===== config.mk =====
export PLATFORM = sky130hd
export DESIGN_NAME = pipe_stage_skid
export DESIGN_NICKNAME = d
export VERILOG_FILES = /design/src/rtl/pipe_stage_skid.sv
export SDC_FILE = /design/constraint.sdc
export NUM_CORES = 1
export LEC_CHECK = 0
export BUFFER_PORTS_ARGS = -buffer_cell sky130_fd_sc_hd__buf_4
export CELL_PAD_IN_SITES_DETAIL_PLACEMENT = 1
export CELL_PAD_IN_SITES_GLOBAL_PLACEMENT = 1
export CORE_ASPECT_RATIO = 1.5
export CORE_UTILIZATION = 25
export DETAILED_ROUTE_END_ITERATION = 10
export PLACE_DENSITY_LB_ADDON = 0.1
export REMOVE_ABC_BUFFERS = 1
export SLEW_MARGIN = 20
export SYNTH_ARGS = -nofsm -noshare
export SYNTH_HDL_FRONTEND = slang
export SYNTH_SLANG_ARGS = --single-unit

===== constraint.sdc =====
create_clock -name clk_i -period 4.1 [get_ports clk_i]
set_input_delay 0.82 -clock clk_i [delete_from_list [all_inputs] [get_ports clk_i]]
set_output_delay 0.82 -clock clk_i [all_outputs]
set_load 0.005 [all_outputs]

===== src/rtl/pipe_stage_skid.sv =====
// -----------------------------------------------------------------------------
// pipe_stage_skid
//   Inter-stage pipeline register (IF/ID, ID/EX, ...) with a valid/ready
//   handshake. It holds two entries: the main output register and a skid
//   buffer. The skid buffer catches the instruction that arrives in the same
//   cycle that downstream stalls, so backpressure never drops an instruction.
//   With no stall, the stage moves one instruction per cycle.
//   flush_i squashes both entries and leaves a bubble (NOP_INSTR) on the
//   output. The PC of the squashing cycle is kept on addr_o for debug.
//
// Optional feature (macro PIPE_STAGE_STATS_EN):
//   stall_cnt_o / flush_cnt_o are saturating event counters, CNT_W bits wide.
//   Without the macro these ports and counters do not exist.
//
// Ports
//   clk_i        in   1       clock, posedge
//   rst_i        in   1       synchronous reset, active-high
//   flush_i      in   1       squash both entries, inject bubble
//   in_valid_i   in   1       upstream offers an instruction
//   in_ready_o   out  1       stage accepts this cycle (registered)
//   addr_i       in   ADDR_W  upstream address
//   instr_i      in   DATA_W  upstream instruction
//   out_valid_o  out  1       addr_o/instr_o carry a valid instruction
//   out_ready_i  in   1       downstream consumes this cycle
//   addr_o       out  ADDR_W  address to downstream
//   instr_o      out  DATA_W  instruction to downstream
//   count_o      out  2       occupancy 0..2
//   stall_cnt_o  out  CNT_W  cycles with out_valid_o & !out_ready_i (stats only)
//   flush_cnt_o  out  CNT_W  cycles with flush_i (stats only)
// -----------------------------------------------------------------------------
module pipe_stage_skid #(
  parameter int unsigned       ADDR_W    = 32,
  parameter int unsigned       DATA_W    = 32,
  parameter logic [DATA_W-1:0] NOP_INSTR = '0,
  parameter int unsigned       CNT_W     = 16
) (
  input  logic              clk_i,
  input  logic              rst_i,
  input  logic              flush_i,
  input  logic              in_valid_i,
  output logic              in_ready_o,
  input  logic [ADDR_W-1:0] addr_i,
  input  logic [DATA_W-1:0] instr_i,
  output logic              out_valid_o,
  input  logic              out_ready_i,
  output logic [ADDR_W-1:0] addr_o,
  output logic [DATA_W-1:0] instr_o,
  output logic [1:0]        count_o
`ifdef PIPE_STAGE_STATS_EN
  ,
  output logic [CNT_W-1:0]  stall_cnt_o,
  output logic [CNT_W-1:0]  flush_cnt_o
`endif
);

  localparam int unsigned OCC_W = 2;

  // Elaboration guard against degenerate widths.
  if (ADDR_W == 0 || DATA_W == 0 || CNT_W == 0) begin : g_bad_param
    $error("pipe_stage_skid: ADDR_W, DATA_W and CNT_W must be non-zero");
  end

  // One pipeline entry: address plus instruction payload.
  typedef struct packed {
    logic [ADDR_W-1:0] addr;
    logic [DATA_W-1:0] instr;
  } entry_t;

  // Occupancy states; the encoding is {skid valid, main valid}.
  typedef enum logic [1:0] {
    ST_EMPTY = 2'b00,
    ST_ONE   = 2'b01,
    ST_FULL  = 2'b11
  } state_e;

  state_e            state_q, state_d;
  entry_t            main_q,  main_d;
  entry_t            skid_q,  skid_d;
  logic              out_valid_q, out_valid_d;
  logic              in_ready_q,  in_ready_d;
  logic [OCC_W-1:0]  count_q,     count_d;

  logic              accept_c;
  logic              pop_c;
  entry_t            in_entry_c;

  // Handshake events for this cycle.
  assign accept_c   = in_valid_i & in_ready_q;
  assign pop_c      = out_valid_q & out_ready_i;
  assign in_entry_c = '{addr: addr_i, instr: instr_i};

  // State and output registers.
  always_ff @(posedge clk_i) begin
    if (rst_i) begin
      state_q     <= ST_EMPTY;
      main_q      <= '{addr: '0, instr: NOP_INSTR};
      skid_q      <= '0;
      out_valid_q <= 1'b0;
      in_ready_q  <= 1'b1;
      count_q     <= '0;
    end else begin
      state_q     <= state_d;
      main_q      <= main_d;
      skid_q      <= skid_d;
      out_valid_q <= out_valid_d;
      in_ready_q  <= in_ready_d;
      count_q     <= count_d;
    end
  end

  // Next-state, datapath steering and registered-output precompute.
  always_comb begin
    state_d = state_q;
    main_d  = main_q;
    skid_d  = skid_q;

    case (state_q)
      ST_EMPTY: begin
        if (accept_c) begin
          state_d = ST_ONE;
          main_d  = in_entry_c;
        end
      end
      ST_ONE: begin
        if (accept_c && pop_c) begin
          main_d  = in_entry_c;
        end else if (accept_c) begin
          // Downstream stalled as the new instruction arrived: park it.
          state_d = ST_FULL;
          skid_d  = in_entry_c;
        end else if (pop_c) begin
          // Going empty: payload stays on the outputs, only valid drops.
          state_d = ST_EMPTY;
        end
      end
      ST_FULL: begin
        if (pop_c) begin
          state_d = ST_ONE;
          main_d  = skid_q;
        end
      end
      default: begin
        state_d = ST_EMPTY;
      end
    endcase

    // Flush overrides everything. Any same-cycle accept is dropped, and the
    // current PC is kept on addr_o for debug.
    if (flush_i) begin
      state_d      = ST_EMPTY;
      main_d.addr  = addr_i;
      main_d.instr = NOP_INSTR;
    end

    out_valid_d = (state_d != ST_EMPTY);
    in_ready_d  = (state_d != ST_FULL);
    case (state_d)
      ST_FULL: count_d = OCC_W'(2);
      ST_ONE:  count_d = OCC_W'(1);
      default: count_d = OCC_W'(0);
    endcase
  end

  assign out_valid_o = out_valid_q;
  assign in_ready_o  = in_ready_q;
  assign addr_o      = main_q.addr;
  assign instr_o     = main_q.instr;
  assign count_o     = count_q;

`ifdef PIPE_STAGE_STATS_EN
  localparam logic [CNT_W-1:0] CNT_MAX = '1;

  logic [CNT_W-1:0] stall_cnt_q;
  logic [CNT_W-1:0] flush_cnt_q;

  // Saturating stall / flush event counters.
  always_ff @(posedge clk_i) begin
    if (rst_i) begin
      stall_cnt_q <= '0;
      flush_cnt_q <= '0;
    end else begin
      if (out_valid_q && !out_ready_i && (stall_cnt_q != CNT_MAX)) begin
        stall_cnt_q <= stall_cnt_q + CNT_W'(1);
      end
      if (flush_i && (flush_cnt_q != CNT_MAX)) begin
        flush_cnt_q <= flush_cnt_q + CNT_W'(1);
      end
    end
  end

  assign stall_cnt_o = stall_cnt_q;
  assign flush_cnt_o = flush_cnt_q;
`endif

endmodule

## After elaboration in Yosys (flattened, before gate mapping)

Index checks and enable logic that the tools add are counted.
W data, S select, Z words.

| word-level totals | value |
|---|---|
| logic and storage cells | 44 |
| flip-flop bits (word level) | 134 |

| cells by class | value |
|---|---|
| equality and inequality tests | 11 |
| multiplexer cells | 13 |
| reductions and logical operators | 9 |
| bitwise logic cells | 3 |

Operator list:

| cell | count |
|---|---|
| $mux W64 | 4 |
| $pmux W64 S3 | 1 |
| $mux W2 | 6 |
| $ne A3 B3 Y1 const B | 3 |
| $ne A2 B2 Y1 const B | 4 |
| $reduce_and A4 Y1 | 2 |
| $pmux W2 S3 | 1 |
| $eq A2 B1 Y1 const B | 2 |
| $eq A2 B2 Y1 const B | 2 |
| $pmux W2 S2 | 1 |
| $reduce_bool A4 Y1 | 1 |
| $reduce_and A3 Y1 | 1 |
| $reduce_bool A3 Y1 | 1 |
| $and A1 B1 Y1 | 2 |
| $logic_not A2 Y1 | 1 |
| $reduce_bool A2 Y1 | 1 |
| $reduce_or A2 Y1 | 1 |
| $logic_and A1 B1 Y1 | 1 |
| $not A1 Y1 | 1 |

## Depth between registers and ports, before layout

Gate-level depths: netlist of run 1.

| logic depth | value |
|---|---|
| depth after elaboration | 8 |
| gate-level depth with buffers | 8 |

## Worst setup path after synthesis of run 1

Ideal clock, no wire load.

| timing | value |
|---|---|
| path type | input-to-reg |
| from | in in_valid_i |
| to | reg main_q, in the netlist instr_o[0] |
| setup time | 138 ps |
| arrival | 1946 ps |
| stages on the path | 4 |
| buffers on the path | 1 |
| path slack | 2016 ps |
| path through | nand4_1 a2111oi_4 clkbuf_1 a211oi_1 |

| between the ends | value |
|---|---|
| longest elaborated chain between the ends | 4 |

Ends and longest elaborated chain:

| element | line | source |
|---|---|---|
| from (decl) | 40 | `input logic in_valid_i,` |
| $and A1 B1 Y1 * | 88 | `assign accept_c = in_valid_i & in_ready_q;` |
| $logic_and A1 B1 Y1 | 125 | `if (accept_c && pop_c) begin` |
| $ne A2 B2 Y1 (no line) | n/a |  |
| $reduce_and A4 Y1 (no line) * | n/a |  |
| to (signal assigned) | 96 | `main_q <= '{addr: '0, instr: NOP_INSTR};` |
| to (signal assigned) | 103 | `main_q <= main_d;` |
| to (decl) | 77 | `entry_t main_q, main_d;` |

Every way passes the cells marked *; elsewhere a longest branch is shown, timed or not.
A chain may end at the register's enable or synchronous reset.

## Worst setup path after layout of run 1

| timing | value |
|---|---|
| from | reg state_q[0] |
| to | reg main_q, in the netlist addr_o[6] |

| between the ends | value |
|---|---|
| longest elaborated chain between the ends | 3 |

Ends and longest elaborated chain:

| element | line | source |
|---|---|---|
| from (decl) | 76 | `state_e state_q, state_d;` |
| from (signal assigned) | 102 | `state_q <= state_d;` |
| $eq A2 B1 Y1, or another cell as far along | 117 | `case (state_q)` |
| $ne A3 B3 Y1 (no line), or another cell as far along | n/a |  |
| $reduce_and A4 Y1 (no line) or $mux W64 (tied branches) | n/a |  |

Parallel ways exist; a longest one is shown, timed or not.

==> results of run 1 <==
state kept, by name (all words and copies together) (netlist names):
name and cells:
in_ready_o 1, instr_o 32, state_q 2, out_valid_o 1, count_o 2, addr_o 32, skid_q 64
path summary, 6_finish.rpt:
kind | cells past startpoint | to | slack, ns
worst max-delay path | 6 | addr_o[6] | 1.78
worst min register to register | 2 | skid_q[25] | 0.45
worst max register to register | 6 | addr_o[6] | 1.78
worst min-delay path | 2 | skid_q[25] | 0.45
kinds of logic (layout without fill, tap and decap cells):
group | count (synthesis) | count (layout) | share of synthesized area [%]
muxes | 64 | 64 | 11.3
buffers and inverters | 63 | 183 | 4.48
and+or+nand+nor | 209 | 209 | 14.3
AOI/OAI and AO/OA | 172 | 172 | 21.8
adders and majority gates | 4 | 4 | 0.882
DFF | 134 | 134 | 47.3
worst max-delay path, stage by stage (launching register included):
cell and delay [ns]:
sky130_fd_sc_hd__dfxtp_1 0.41, sky130_fd_sc_hd__ha_2 0.45, sky130_fd_sc_hd__nand2b_2 0.46, sky130_fd_sc_hd__buf_4 0.39, sky130_fd_sc_hd__mux2i_1 0.16, sky130_fd_sc_hd__o211a_1 0.12
sky130_fd_sc_hd__a211oi_1 0.21
power by group:
group / switching (mW) / internal (mW) / leakage, nW
sequential: 0.0379 / 1.37 / 1.10
clock: 0.563 / 1.10 / 0.316
combinational: 0.198 / 0.182 / 1.88
stage by stage:
step	setup TNS, ns	total power [mW]	setup WS [ns]	hold WS, ns	area [sq um]
CTS	0	3.51	1.68	0.456	7550
finish	0	3.45	1.78	0.454	7550
global route	0	3.61	1.53	0.473	7550
floorplan	-35.82	1.60	-0.560	0.430	5430
detailed placement	0	1.82	1.51	0.448	6910
global placement	0	1.81	1.56	0.442	6910
layer usage:
metal | GRT usage [%] | share of wire, %
met2 | 28.5 | 50
met5 | 0 | 0
met4 | 5.07 | 1.0
met3 | 4.85 | 5.6
met1 | 17.7 | 43
layout make-up:
cell class	count	area, sq um
Clock inverter	8	143
Sequential cell	134	2680
Timing Repair Buffer	148	1110
Tap cell	276	345
Inverter	3	11.3
Fill cell	2591	14700
Multi-Input combinational cell	449	2760
Clock buffer	24	502
synth_stat cells:
library cell                number  share of area (%)
sky130_fd_sc_hd__a2111oi_2       1               0.26
sky130_fd_sc_hd__a2111oi_4       1               0.49
sky130_fd_sc_hd__a211oi_1       65                8.6
sky130_fd_sc_hd__a21boi_1        2               0.26
sky130_fd_sc_hd__a21oi_1        64                5.6
sky130_fd_sc_hd__a311o_1         1               0.18
sky130_fd_sc_hd__a311oi_1        1               0.15
sky130_fd_sc_hd__a31oi_1         1               0.11
sky130_fd_sc_hd__and2_1          1               0.11
sky130_fd_sc_hd__and3_1          1               0.11
sky130_fd_sc_hd__buf_2           5               0.44
sky130_fd_sc_hd__buf_4           3               0.40
sky130_fd_sc_hd__clkbuf_1       52                3.4
sky130_fd_sc_hd__dfxtp_1       134                 47
sky130_fd_sc_hd__ha_1            4               0.88
sky130_fd_sc_hd__inv_1           3               0.20
sky130_fd_sc_hd__mux2i_1        64                 11
sky130_fd_sc_hd__nand2_1       131                8.7
sky130_fd_sc_hd__nand2b_1        1               0.11
sky130_fd_sc_hd__nand4_1         2               0.22
sky130_fd_sc_hd__nor2_1         68                4.5
sky130_fd_sc_hd__nor2b_1         1               0.11
sky130_fd_sc_hd__nor3b_1         1               0.13
sky130_fd_sc_hd__o211a_1        32                5.6
sky130_fd_sc_hd__o21ai_0         2               0.18
sky130_fd_sc_hd__o21ai_1         1              0.088
sky130_fd_sc_hd__o21bai_1        1               0.13
sky130_fd_sc_hd__or2_2           3               0.33
==> impl_metrics.env, run 1 <==
export IMPL_run_status="finished, violations left"
export IMPL_failed_checks="DRC"
export IMPL_grt_pass1_vias=5376
export IMPL_final_cell_count_no_fill=1042
export IMPL_crit_arrival_ns=2.65
export IMPL_fin_clk_skew_ns=0.00874
export IMPL_dr_first_iter_drc_count=182
export IMPL_max_freq_ghz=0.430
export IMPL_placeableCoreArea_sq_um=22300
export IMPL_vias=5012
export IMPL_cap_violations=0
export IMPL_criticalPathCategory="flip-flop to flip-flop"
export IMPL_drt_vias_per_instance=4.81
export IMPL_chipWidth_um=125
export IMPL_clk_transition_reported_paths_ns=0.05
export IMPL_setup_worst_path_end_class="flip-flop"
export IMPL_cts_resized=0
export IMPL_initial_utilization_pct=25.4
export IMPL_first_pass_iters=7
export IMPL_post_cts_repair_setup_buffers=0
export IMPL_place_detailed_instances=1010
export IMPL_die_height_um=186
export IMPL_wire_length_of_the_first_global_routing_pass_um=28900
export IMPL_timing_max_transition_violations_final=0
export IMPL_crit_path_max_fanout=19
export IMPL_antenna_violations_before_repair=0
export IMPL_cts_buffer_depth=2
export IMPL_cts_h_tree_lvls=4
export IMPL_die_area_sq_um=23300
export IMPL_row_count=67
export IMPL_grt_max_degree=69
export IMPL_layout_common_cells="sky130_fd_sc_hd__buf_4, sky130_fd_sc_hd__dfxtp_1, sky130_fd_sc_hd__nand2_1"
export IMPL_place_detailed_hpwl_um=11300
export IMPL_clock_sinks=134
export IMPL_mostFrequentLayoutCell="sky130_fd_sc_hd__buf_4"
export IMPL_synth_yosys_seq_area_share_pct=47.3
export IMPL_synth_cells=646
export IMPL_antenna_diode_count=0
export IMPL_route_detailed_drc=24
export IMPL_power_ir_vdd_worst_mv=0.251
export IMPL_gr_usage_all_layers_pct=15.9
export IMPL_layout_nets=826
export IMPL_tritoncts="yes"
export IMPL_clk_latency_ns=0.42
export IMPL_start_kind="flip-flop"
export IMPL_power_density_nw_per_um2=456
export IMPL_ioPinCount=137
export IMPL_synthToLayoutAreaGrowth_pct=33.1
export IMPL_hold_fix_buffers_at_cts=0
export IMPL_finish_utilization_pct=33.9
export IMPL_layout_drive_gt1_share_pct=24.7
export IMPL_detail_route_wl_per_cell_um=17.0
export IMPL_maxSlewHeadroom_pct=47.8
export IMPL_avgSynthCellArea_sq_um=8.78
export IMPL_total_leakage_power_nw=3.29
export IMPL_timing_worst_slew_pin_value_ns=0.783
export IMPL_synth_lib_cells_used_distinct=28
export IMPL_setup_repair_after_global_routing_missed_its_margin="false"
export IMPL_beginning_of_the_worst_register_to_register_path="state_q[0]"
export IMPL_final_period_minus_worst_setup_slack_ns=2.32
export IMPL_netlist_area_sq_um=5670
export IMPL_grt_remaining_overflow=0
export IMPL_final_hold_violation_count=0
export IMPL_wirelength_um=17700
export IMPL_timing_critical_path_required_ns=4.42
export IMPL_final_period_utilization_pct=56.7
export IMPL_tritoncts_num_buffers=17
export IMPL_hold_path_startpoint="skid_q[25]"
export IMPL_port_buffer_count=136
export IMPL_cts_root_buf="sky130_fd_sc_hd__clkbuf_16"
export IMPL_gp_routability_congestion=0.699
export IMPL_synth_warnings=0
export IMPL_synth_seq_cells=134
export IMPL_detail_route_antenna_nets=0
export IMPL_worstHoldPathType="flip-flop to flip-flop"
export IMPL_cp_startpoint="state_q[0]"
export IMPL_setup_violations=0
Note: power is estimated with default switching activity, not from simulation.
==> run 2: changes to the inputs <==
==> constraint.sdc (replaced) <==
create_clock -name clk_i -period 2.1 [get_ports clk_i]
set_input_delay 0.42 -clock clk_i [delete_from_list [all_inputs] [get_ports clk_i]]
set_output_delay 0.42 -clock clk_i [all_outputs]
set_load 0.005 [all_outputs]
==> run 2 against run 1 <==
Against the previous run: the flow still finishes with violations (DRC); clock-buffer cell count fell by 4; fmax rose by 20%; clock power rose by 110%; largest power group unchanged; power rose by 100%; via count rose by 1.0%; critical endpoint is now instr_o[21]; routed wire length rose by 2.0%; critical path type unchanged; largest cell class unchanged; clock skew rose by 0.0014 ns; sequential cell count did not move.
==> impl_metrics.env, run 2 (synthesis results as in run 1) <==
export IMPL_cts_root_buf="sky130_fd_sc_hd__clkbuf_16"
export IMPL_placement_cell_area_sq_um=7040
export IMPL_critical_path_cell_by_cell="inv_1 > ha_1 > a21boi_2 > a2111oi_4 > buf_4 > buf_6 > a211oi_1"
export IMPL_start_kind="flip-flop"
export IMPL_gp_routability_congestion=0.730
export IMPL_grt_pass1_vias=5361
export IMPL_clk_latency_ns=0.42
export IMPL_worst_slack_at_placement_ns=0.0182
export IMPL_critical_path_n_buffers_inverters=3
export IMPL_max_flop_register="skid_q"
export IMPL_die_area_sq_um=23300
export IMPL_ff_to_ff_setup_slack_ns=0.16
export IMPL_power_density_nw_per_um2=903
export IMPL_switching_power_mw=1.64
export IMPL_timing_worst_slew_pin_value_ns=0.785
export IMPL_crit_slowest_cell="sky130_fd_sc_hd__dfxtp_1"
export IMPL_synthToLayoutAreaGrowth_pct=37.0
export IMPL_hold_fix_buffers_at_cts=0
export IMPL_gr_usage_all_layers_pct=15.7
export IMPL_timing_max_transition_violations_final=0
export IMPL_chipWidth_um=125
export IMPL_first_pass_iters=7
export IMPL_antenna_diode_count=0
export IMPL_worstHoldPathType="input pin to flip-flop"
export IMPL_port_buffer_count=136
export IMPL_crit_path_max_fanout=32
export IMPL_reg2regPathDepth=7
export IMPL_cp_endpoint="instr_o[21]"
export IMPL_intPower_mw=5.38
export IMPL_netSwitchingFraction_pct=23.3
export IMPL_setup_repair_after_global_routing_missed_its_margin="false"
export IMPL_detail_route_antenna_nets=0
export IMPL_final_hold_violation_count=0
export IMPL_clk_transition_reported_paths_ns=0.06
export IMPL_criticalPathCategory="flip-flop to flip-flop"
export IMPL_cp_num_cells=7
export IMPL_place_detailed_hpwl_um=11200
export IMPL_cp_startpoint="state_q[1]"
export IMPL_tritoncts_num_buffers=17
export IMPL_critical_path_top_delay_family="compound AO/OA/AOI/OAI gates"
export IMPL_run_status="finished, violations left"
export IMPL_setup_worst_path_end_class="flip-flop"
export IMPL_cts_h_tree_lvls=4
export IMPL_crit_arrival_ns=2.23
export IMPL_maxSlewHeadroom_pct=47.7
export IMPL_maximum_single_stage_delay_on_the_critical_path_ns=0.40
export IMPL_fin_clk_skew_ns=0.0101
export IMPL_largest_reg_flops=64
export IMPL_layout_drive_gt1_share_pct=25.9
export IMPL_placeableCoreArea_sq_um=22300
export IMPL_setup_violations=0
export IMPL_wire_length_of_the_first_global_routing_pass_um=28900
export IMPL_layout_nets=833
export IMPL_tritoncts="yes"
export IMPL_final_period_utilization_pct=92.5
export IMPL_ioPinCount=137
export IMPL_p_seq_share_pct=39.1
export IMPL_timing_critical_path_required_ns=2.39
export IMPL_comb_power_share_pct=11.2
export IMPL_power_ir_vdd_worst_mv=0.567
export IMPL_die_height_um=186
export IMPL_max_freq_ghz=0.515
export IMPL_setup_ws_ns=0.157
export IMPL_place_detailed_instances=1015
export IMPL_clock_sinks=134
export IMPL_row_count=67
export IMPL_route_detailed_drc=26
export IMPL_vias=5062
export IMPL_detail_route_wl_per_cell_um=17.2
export IMPL_layout_common_cells="sky130_fd_sc_hd__buf_4, sky130_fd_sc_hd__dfxtp_1, sky130_fd_sc_hd__nand2_1"
export IMPL_design_area_sq_um=7770
export IMPL_antenna_violations_before_repair=0
export IMPL_wirelength_um=18100
export IMPL_grt_max_degree=97
export IMPL_grt_remaining_overflow=0
export IMPL_drt_vias_per_instance=4.83
export IMPL_cap_violations=0
export IMPL_initial_utilization_pct=25.4
export IMPL_regToRegEndpoint="instr_o[21]"
export IMPL_failed_checks="DRC"
export IMPL_final_period_minus_worst_setup_slack_ns=1.94
export IMPL_mostFrequentLayoutCell="sky130_fd_sc_hd__buf_4"
export IMPL_cts_buffer_depth=2
export IMPL_total_leakage_power_nw=3.38
export IMPL_final_cell_count_no_fill=1049
export IMPL_beginning_of_the_worst_register_to_register_path="state_q[1]"
export IMPL_dr_first_iter_drc_count=223
export IMPL_power_clock_fraction_pct=49.7
## run 2: layout make-up
cell class | count | area [sq um]
clock buffers | 20 | 467
clock inverters | 12 | 223
fillers | 2590 | 14500
inverters | 3 | 11.3
multi-input cells | 449 | 2760
flip-flops and latches | 134 | 2680
well taps | 276 | 345
repair buffers | 155 | 1280
## run 2: how the worst min path moves through the flow
| stage | start | cells after the start | endpoint | slack [ns] |
|---|---|---|---|---|
| after floorplan | skid_q[32] | 2 | skid_q[32] | 0.43 |
| after global placement | skid_q[20] | 2 | skid_q[20] | 0.44 |
| after detailed placement | skid_q[43] | 2 | skid_q[43] | 0.45 |
| after CTS | addr_i[30] | 3 | skid_q[62] | 0.22 |
| after global routing | instr_i[16] | 3 | skid_q[16] | 0.24 |
| final | addr_i[25] | 3 | skid_q[57] | 0.25 |
## run 2: layer usage
layer / GRT usage [%] / vias up / routed length (um)
met3: 4.56 / 8 / 890
met1: 17.9 / 2457 / 7850
met4: 5.35 / 0 / 155
li1: - / 2484 / -
met5: 0 / - / 0
met2: 27.8 / 113 / 9180
## run 2: tightest hold or removal path: stages
cell	delay, ns
sky130_fd_sc_hd__buf_4	0.11
sky130_fd_sc_hd__nand2_1	0.05
sky130_fd_sc_hd__a21oi_1	0.05
## run 2: what timing repair did
item                       in CTS  in global routing
setup buffers                   0                  1
setup endpoints to repair       0                 64
gates resized for setup         0                  3
## run 2: per-stage QoR
stage | power (mW) | util, % | hold WS (ns) | TNS, ns
2_1_floorplan | 3.12 | - | 0.430 | -253.47
3_5_place_dp | 3.58 | 31.6 | 0.446 | 0
4_1_cts | 7.13 | 34.7 | 0.224 | 0
5_1_grt | 7.35 | 34.8 | 0.236 | 0
6_report | 7.01 | 34.8 | 0.254 | 0
3_3_place_gp | 3.56 | 31.6 | 0.441 | 0
## run 2: power by group through the flow
stage	clock network [mW]	registers [mW]	logic [mW]
after global placement	0	2.79	0.769
after CTS	3.60	2.74	0.789
after floorplan	0	2.79	0.326
after detailed placement	0	2.80	0.786
final	3.48	2.74	0.788
after global routing	3.72	2.76	0.870
